<file path="config.mk">
export PLATFORM = sky130hd
export DESIGN_NAME = bus_timer
export DESIGN_NICKNAME = d
export VERILOG_FILES = /design/src/rtl/bus_timer_pkg.sv /design/src/rtl/bus_timer_core.sv /design/src/rtl/bus_timer.sv
export SDC_FILE = /design/constraint.sdc
export NUM_CORES = 1
export LEC_CHECK = 0
export ABC_CLOCK_PERIOD_IN_PS = 4050
export CAP_MARGIN = 15
export CORE_MARGIN = 5
export CORE_UTILIZATION = 38
export DETAILED_ROUTE_END_ITERATION = 8
export PLACE_DENSITY_LB_ADDON = 0.05
export SYNTH_ARGS = -nofsm -noshare
export SYNTH_HDL_FRONTEND = slang
export SYNTH_SLANG_ARGS = --single-unit
</file>
<file path="constraint.sdc">
create_clock -name clk -period 4.05 [get_ports clk]
set_input_delay 0.6075 -clock clk [delete_from_list [all_inputs] [get_ports clk]]
set_output_delay 0.6075 -clock clk [all_outputs]
set_load 0.005 [all_outputs]
</file>
<file path="src/rtl/bus_timer_pkg.sv">
// Shared constants for the memory-mapped bus timer: bus encodings, register
// offsets inside the 4-word window, and field bit positions.
package bus_timer_pkg;

  localparam int WORD_ADDR_W    = 30;  // word address bus width
  localparam int DATA_WIDTH_GPR = 32;  // general register / bus data width

  // Bus direction encoding used by mem_ctrl
  localparam logic READ  = 1'b1;
  localparam logic WRITE = 1'b0;

  // Register offsets (addr[1:0])
  typedef enum logic [1:0] {
    TIMER_REG_CTRL   = 2'd0,
    TIMER_REG_STATUS = 2'd1,
    TIMER_REG_LIMIT  = 2'd2,
    TIMER_REG_COUNT  = 2'd3
  } timer_reg_e;

  // CTRL field positions
  localparam int TIMER_CTRL_EN  = 0;
  localparam int TIMER_CTRL_PER = 1;
  localparam int TIMER_CTRL_IE  = 2;

  // STATUS field positions
  localparam int TIMER_STATUS_EXP = 0;

endpackage

</file>
<file path="src/rtl/bus_timer_core.sv">
// Counting engine: owns COUNT and the sticky EXP flag, and tells the register
// block when a one-shot expiry must clear EN. Bus writes arrive as override
// strobes so that write-versus-count collisions are resolved in one place.
module bus_timer_core
  import bus_timer_pkg::*;
#(
  parameter int DATA_W = DATA_WIDTH_GPR
) (
  input  logic              clk,
  input  logic              rst,
  input  logic              en,           // CTRL.EN as currently registered
  input  logic              per,          // CTRL.PER
  input  logic [DATA_W-1:0] limit,        // LIMIT as currently registered
  input  logic              count_wr,     // bus write to COUNT this cycle
  input  logic [DATA_W-1:0] count_wdata,
  input  logic              status_w1c,   // bus write of 1 to STATUS.EXP
  output logic [DATA_W-1:0] count_q,
  output logic              exp_q,
  output logic              en_clear      // one-shot expiry: drop EN
);

  localparam logic [DATA_W-1:0] ONE = DATA_W'(1);

  logic [DATA_W-1:0] count_d;
  logic              exp_d;

  // Next COUNT / EXP: a COUNT write suppresses both increment and match,
  // and an expiry in the same cycle as a W1C keeps EXP set.
  always_comb begin
    count_d  = count_q;
    exp_d    = exp_q;
    en_clear = 1'b0;
    if (status_w1c) begin
      exp_d = 1'b0;
    end
    if (count_wr) begin
      count_d = count_wdata;
    end else if (en) begin
      if (count_q != limit) begin
        count_d = count_q + ONE;
      end else begin
        exp_d = 1'b1;
        if (per) begin
          count_d = '0;
        end else begin
          en_clear = 1'b1;
        end
      end
    end
  end

  // COUNT / EXP state registers
  always_ff @(posedge clk) begin
    if (rst) begin
      count_q <= '0;
      exp_q   <= 1'b0;
    end else begin
      count_q <= count_d;
      exp_q   <= exp_d;
    end
  end

endmodule

</file>
<file path="src/rtl/bus_timer.sv">
// Memory-mapped timer responder: decodes a 4-word window on the word-addressed
// bus, holds CTRL and LIMIT, drives a zero-latency read mux and a level irq.
module bus_timer
  import bus_timer_pkg::*;
#(
  parameter logic [WORD_ADDR_W-1:0] BASE_ADDR = 30'h0000_1000,
  parameter int                     DATA_W    = DATA_WIDTH_GPR
) (
  input  logic                   clk,
  input  logic                   rst,
  input  logic [WORD_ADDR_W-1:0] addr,
  input  logic                   as_,
  input  logic                   rw,
  input  logic [DATA_W-1:0]      wr_data,
  output logic [DATA_W-1:0]      rd_data,
  output logic                   cs,
  output logic                   irq
);

  timer_reg_e        reg_idx;
  logic              wr_en;
  logic              rd_en;

  logic              en_q, en_d;
  logic              per_q, per_d;
  logic              ie_q, ie_d;
  logic [DATA_W-1:0] limit_q, limit_d;

  logic [DATA_W-1:0] count_val;
  logic              exp_val;
  logic              en_clear;

  // Window decode: upper address bits select the block, low two pick the register
  assign cs      = !as_ && (addr[WORD_ADDR_W-1:2] == BASE_ADDR[WORD_ADDR_W-1:2]);
  assign reg_idx = timer_reg_e'(addr[1:0]);
  assign wr_en   = cs && (rw == WRITE);
  assign rd_en   = cs && (rw == READ);
  assign irq     = exp_val & ie_q;

  bus_timer_core #(
    .DATA_W (DATA_W)
  ) u_core (
    .clk         (clk),
    .rst         (rst),
    .en          (en_q),
    .per         (per_q),
    .limit       (limit_q),
    .count_wr    (wr_en && (reg_idx == TIMER_REG_COUNT)),
    .count_wdata (wr_data),
    .status_w1c  (wr_en && (reg_idx == TIMER_REG_STATUS) && wr_data[TIMER_STATUS_EXP]),
    .count_q     (count_val),
    .exp_q       (exp_val),
    .en_clear    (en_clear)
  );

  // Next CTRL / LIMIT: a CTRL write overrides the one-shot EN auto-clear
  always_comb begin
    en_d    = en_q;
    per_d   = per_q;
    ie_d    = ie_q;
    limit_d = limit_q;
    if (en_clear) begin
      en_d = 1'b0;
    end
    if (wr_en && (reg_idx == TIMER_REG_CTRL)) begin
      en_d  = wr_data[TIMER_CTRL_EN];
      per_d = wr_data[TIMER_CTRL_PER];
      ie_d  = wr_data[TIMER_CTRL_IE];
    end
    if (wr_en && (reg_idx == TIMER_REG_LIMIT)) begin
      limit_d = wr_data;
    end
  end

  // CTRL / LIMIT registers
  always_ff @(posedge clk) begin
    if (rst) begin
      en_q    <= 1'b0;
      per_q   <= 1'b0;
      ie_q    <= 1'b0;
      limit_q <= '0;
    end else begin
      en_q    <= en_d;
      per_q   <= per_d;
      ie_q    <= ie_d;
      limit_q <= limit_d;
    end
  end

  // Zero-latency read mux; drives 0 unless this block is read
  always_comb begin
    rd_data = '0;
    if (rd_en) begin
      case (reg_idx)
        TIMER_REG_CTRL: begin
          rd_data[TIMER_CTRL_EN]  = en_q;
          rd_data[TIMER_CTRL_PER] = per_q;
          rd_data[TIMER_CTRL_IE]  = ie_q;
        end
        TIMER_REG_STATUS: rd_data[TIMER_STATUS_EXP] = exp_val;
        TIMER_REG_LIMIT:  rd_data = limit_q;
        TIMER_REG_COUNT:  rd_data = count_val;
        default:          rd_data = '0;
      endcase
    end
  end

endmodule

</file>
# Word level (Yosys, flattened, before mapping)
# Cells that the tools add are included.
classes:
  add_sub_neg: 1
  n_eq_ne: 5
  mux: 18
  bitwise: 2
  reduce_logical: 14
ops:
  columns: ["op", "count"]
  rows:
  - ["two-way mux 32 bit", 5]
  - ["case mux 29 bit (2 select lines)", 1]
  - ["adder 32 x 1 -> 32 bit, second input constant", 1]
  - ["inequality test 32 bit", 1]
  - ["equality test 28 x 11 -> 1 bit, second input constant", 1]
  - ["two-way mux 1 bit", 10]
  - ["logical AND 1 bit", 8]
  - ["case mux 2 bit (3 select lines)", 1]
  - ["equality test 2 bit, second input constant", 2]
  - ["case mux 1 bit (4 select lines)", 1]
  - ["nonzero test 2 bit", 2]
  - ["nonzero test 3 bit", 1]
  - ["equality test 2 x 1 -> 1 bit, second input constant", 1]
  - ["logical NOT 2 bit", 1]
  - ["AND reduction 2 bit", 1]
  - ["bitwise AND 1 bit", 1]
  - ["logical NOT 1 bit", 1]
  - ["NOT 1 bit", 1]
totals:
  ff_bits: 68
  in_bits: 66
  output_inout_bits: 34
  wordCells: 46

# Depth between registers and ports, before layout
depth:
  ltp_word: 9
  mapped_depth: 9

# Modules after synthesis
# A second synthesis with hierarchy kept.
unflattened:
  cells_unflattened: 566
  hier_area_um2: 4838.4
modules_own_cells:
  columns: ["mod", "instances", "cells_each", "area_per_inst_um2", "seq_area_each_um2"]
  rows:
  - ["bus_timer_core", 1, 323, 2521.2, 660.6]
  - ["bus_timer", 1, 243, 2317.2, 700.7]

# Worst setup path after synthesis
# No wires, ideal clock.
synth_path:
  path_kind: "input to output"
  from: "in addr[10]"
  to: "out rd_data[21]"
  arrival_time_ns: 2.001
  t_required_ns: 3.442
  slack_ns: 1.442
  cell_stages: 7
  n_path_buf: 2
  cell_sequence: "nor4b_1 -> nand4_1 -> nor2_1 -> nand3_1 -> clkbuf_1 -> buf_1 -> nor2_1"
synth_between:
  elab_chain_len: 4
synth_rtl:
  columns: ["item", "line", "rtl"]
  rows:
  - ["start, declared", "bus_timer.sv:11", "input logic [WORD_ADDR_W-1:0] addr,"]
  - ["equality test 28 x 11 -> 1 bit", "bus_timer.sv:34", "assign cs = !as_ && (addr[WORD_ADDR_W-1:2] == BASE_ADDR[WORD_ADDR_W-1:2]);"]
  - ["logical AND 1 bit", "bus_timer.sv:34", null]
  - ["net cs", "bus_timer.sv:16", "output logic cs,"]
  - ["logical AND 1 bit", "bus_timer.sv:37", "assign rd_en = cs && (rw == READ);"]
  - ["two-way mux 32 bit", "bus_timer.sv:93", "if (rd_en) begin"]
  - ["end, declared", "bus_timer.sv:15", "output logic [DATA_W-1:0] rd_data,"]
# The timed path passes the listed nets, and every way through them passes these cells.

# Worst setup path in the final report
layout_path:
  from: "in addr[10]"
  to: "out rd_data[27]"
layout_between:
  elab_chain_len: 4
layout_rtl:
  columns: ["item", "line"]
  rows:
  - ["equality test 28 x 11 -> 1 bit", "bus_timer.sv:34"]
  - ["logical AND 1 bit", "bus_timer.sv:34"]
  - ["logical AND 1 bit", "bus_timer.sv:37"]
  - ["two-way mux 32 bit", "bus_timer.sv:93"]
# Every way passes these cells.

==> impl_metrics.env <==
export IMPL_ys_ff_latch=68
export IMPL_drc=0
export IMPL_worstMarginPinSlew_ns=1.04
export IMPL_ff2ff_path_depth=6
export IMPL_status="finished clean"
export IMPL_die_w_um=120
export IMPL_drv_cap=0
export IMPL_core_um2=12000
export IMPL_p_leak_nw=2.17
export IMPL_endpoint_kind="primary output"
export IMPL_cpPeakStageDelay_ns=0.52
export IMPL_grt_pass1_vias=4437
export IMPL_cts_buffer_depth=2
export IMPL_syn_nets=615
export IMPL_synth_edf_count=0
export IMPL_track_usage_pct=21.2
export IMPL_setup_tns_ns=0
export IMPL_yosys_warnings=0
export IMPL_grt_max_degree=61
export IMPL_slew_viol_final=0
export IMPL_dp_hpwl_um=11000
export IMPL_yosysSeqAreaShare_pct=29.6
export IMPL_syn_avg_cell_area_um2=8.40
export IMPL_grt_pass1_wl_um=24000
export IMPL_drt_iter0_markers=208
export IMPL_initial_core_util_pct=38.5
export IMPL_synth_ff_type="dfxtp_1"
export IMPL_met2_usage_pct=34.0
export IMPL_yosysTopAreaCell="dfxtp_1"
export IMPL_fmax_ghz=0.281
export IMPL_critPathLaunchType="input port"
export IMPL_clock_sink_count=68
export IMPL_wl_per_cell_um=19.5
export IMPL_syn_inst=548
export IMPL_hold_path_class="reg -> reg"
export IMPL_place_congestion=0.877
export IMPL_maxSlewHeadroom_pct=30.2
export IMPL_path_buf_inv=3
export IMPL_drtAntennaViolNets=0
export IMPL_final_hold_violation_count=0
export IMPL_n_antenna_cell=0
export IMPL_layout_drive_gt1_share_pct=9.58
export IMPL_cpMaxStageDelayCell="clkdlybuf4s50_1"
export IMPL_pin_count=100
export IMPL_peakVddDrop_v=0.000198
export IMPL_setup_viol=0
export IMPL_timing_final_ws_setup_ns=0.489
export IMPL_synth_cell_area_um2=4610
export IMPL_crit_chain="clkdlybuf4s50_1 > nor4b_1 > nand4_1 > nor2_1 > nand3_1 > buf_4 > nor2_1 > clkdlybuf4s50_1"
export IMPL_htreeDepth=3
export IMPL_worst_path_stages=8
export IMPL_viasPerCell=5.77
export IMPL_cts_buffers=9
export IMPL_yosysTopAreaCellShare_pct=29.6
export IMPL_worstSetupPathType="in -> out"
export IMPL_cp_top_family="buffers and inverters"
export IMPL_syn_to_final_growth_pct=28.6
export IMPL_dr_total_vias=4463
export IMPL_synthTopCellsByArea="dfxtp_1, mux2i_1, nor2_1"
export IMPL_critPathMaxFanout=29
export IMPL_ctsResizeCount=0
export IMPL_cp_arrival_ns=2.95
export IMPL_die_h_um=120
export IMPL_synthMostInstantiatedCell="nor2_1"
export IMPL_root_buffer="clkbuf_16"
export IMPL_cts_tree="yes"
export IMPL_overflow=0
export IMPL_power_w=0.00159
export IMPL_asyncSetResetFlopFracSynth_pct=0
export IMPL_holdPathStages=2
export IMPL_grt_antenna_before_repair=0
export IMPL_wirelength_um=15100
export IMPL_cts_post_setup_buffers_inserted=0
export IMPL_fill_cells=1180
export IMPL_synth_cell_types=72
export IMPL_skew_ns=0.00616
export IMPL_grt_use_met1_pct=27.9
export IMPL_synth_commonest_cells="nor2_1, dfxtp_1, mux2i_1"
export IMPL_powerDensity_nw_per_um2=268
export IMPL_use_met3_pct=5.51
export IMPL_port_buffer_count=99
export IMPL_required_ns=3.44
export IMPL_dp_slack_ns=0.500
export IMPL_grt_busiest_layer="met2"
export IMPL_rows=40
export IMPL_path_clk_slew_ns=0.05
export IMPL_first_pass_iters=5
export IMPL_ctsHoldBuffers=0
export IMPL_rsz0062_at_grt="false"
export IMPL_die_area_um2=14400
export IMPL_clk_insertion_delay_late_ns=0.35
export IMPL_nNetsFinal=688
export IMPL_period_share_pct=87.9
export IMPL_timing_final_crit_period_ns=3.56
## power by group
group / internal, W / switching [W]
clock network: 0.000461 / 0.000308
registers: 0.000670 / 0.00000268
logic: 0.0000750 / 0.0000683
total: 0.00121 / 0.000379
## routing by layer
| layer | vias up | share of wire (%) |
|---|---|---|
| li1 | 2159 | - |
| met3 | 20 | 5.6 |
| met4 | 0 | 2.1 |
| met5 | - | 0 |
| met1 | 2158 | 46 |
| met2 | 126 | 47 |
## worst register-to-register path: cells and delay by family, from the launching register on
family,cells,cell delay (ns)
AO/OA/AOI/OAI,2,0.54
flip-flops,1,0.49
AND/OR/NAND/NOR,3,1.34
XOR/XNOR,1,0.21
## flip-flops by register name, indices dropped and copies added, names as in the netlist
| name | count |
|---|---|
| en_q | 1 |
| ie_q | 1 |
| limit_q | 32 |
| per_q | 1 |
| u_core.count_q | 32 |
| u_core.exp_q | 1 |
## worst paths after layout
path	start	end	slack, ns
worst min register to register	ie_q	ie_q	0.51
worst max-delay path	addr[10]	rd_data[27]	0.49
worst max register to register	u_core.count_q[10]	u_core.count_q[29]	1.36
worst min-delay path	ie_q	ie_q	0.51
## stage by stage
stage | hold slack, ns | std cells | util, % | area (um2)
6_report | 0.512 | 773 | 49.5 | 5920
5_1_grt | 0.560 | 773 | 49.5 | 5920
4_1_cts | 0.520 | 773 | 49.5 | 5920
3_5_place_dp | 0.505 | 757 | 47.1 | 5630
3_3_place_gp | 0.497 | 757 | 47.1 | 5630
2_1_floorplan | 0.463 | 548 | - | 4610
## layout by cell type, fill, tap and decap left out, types with 9 or more instances in the layout
cell type	instances
xor2_1	32
and3_1	10
dfxtp_1	68
clkdlybuf4s50_1	97
nor4_1	9
nand2_1	37
nand3_1	20
clkbuf_16	9
mux2i_1	64
nand4_1	10
nor2_1	96
## logic make-up (layout without fill, tap and decap cells)
kind of cell,Yosys count,after routing,share of synthesized area (%)
AND/OR/NAND/NOR,236,236,27.4
AO/OA/AOI/OAI,88,88,15.5
multiplexers,70,70,15.6
flip-flops,68,68,29.6
buffers and inverters,52,130,5.35
XOR/XNOR,33,33,6.28
adder cells (fa/ha/maj),1,1,0.272
## area by class of cell
class | instances | area, um2 | share of cell area, %
flip-flops and latches | 68 | 1360 | 23.0
clock inverters | 4 | 22.5 | 0.380
well taps | 147 | 184 | 3.11
multi-input cells | 428 | 3000 | 50.7
repair buffers | 108 | 1060 | 17.9
inverters | 6 | 22.5 | 0.380
clock buffers | 12 | 267 | 4.50
No activity file was read; power rests on OpenSTA's default activity.
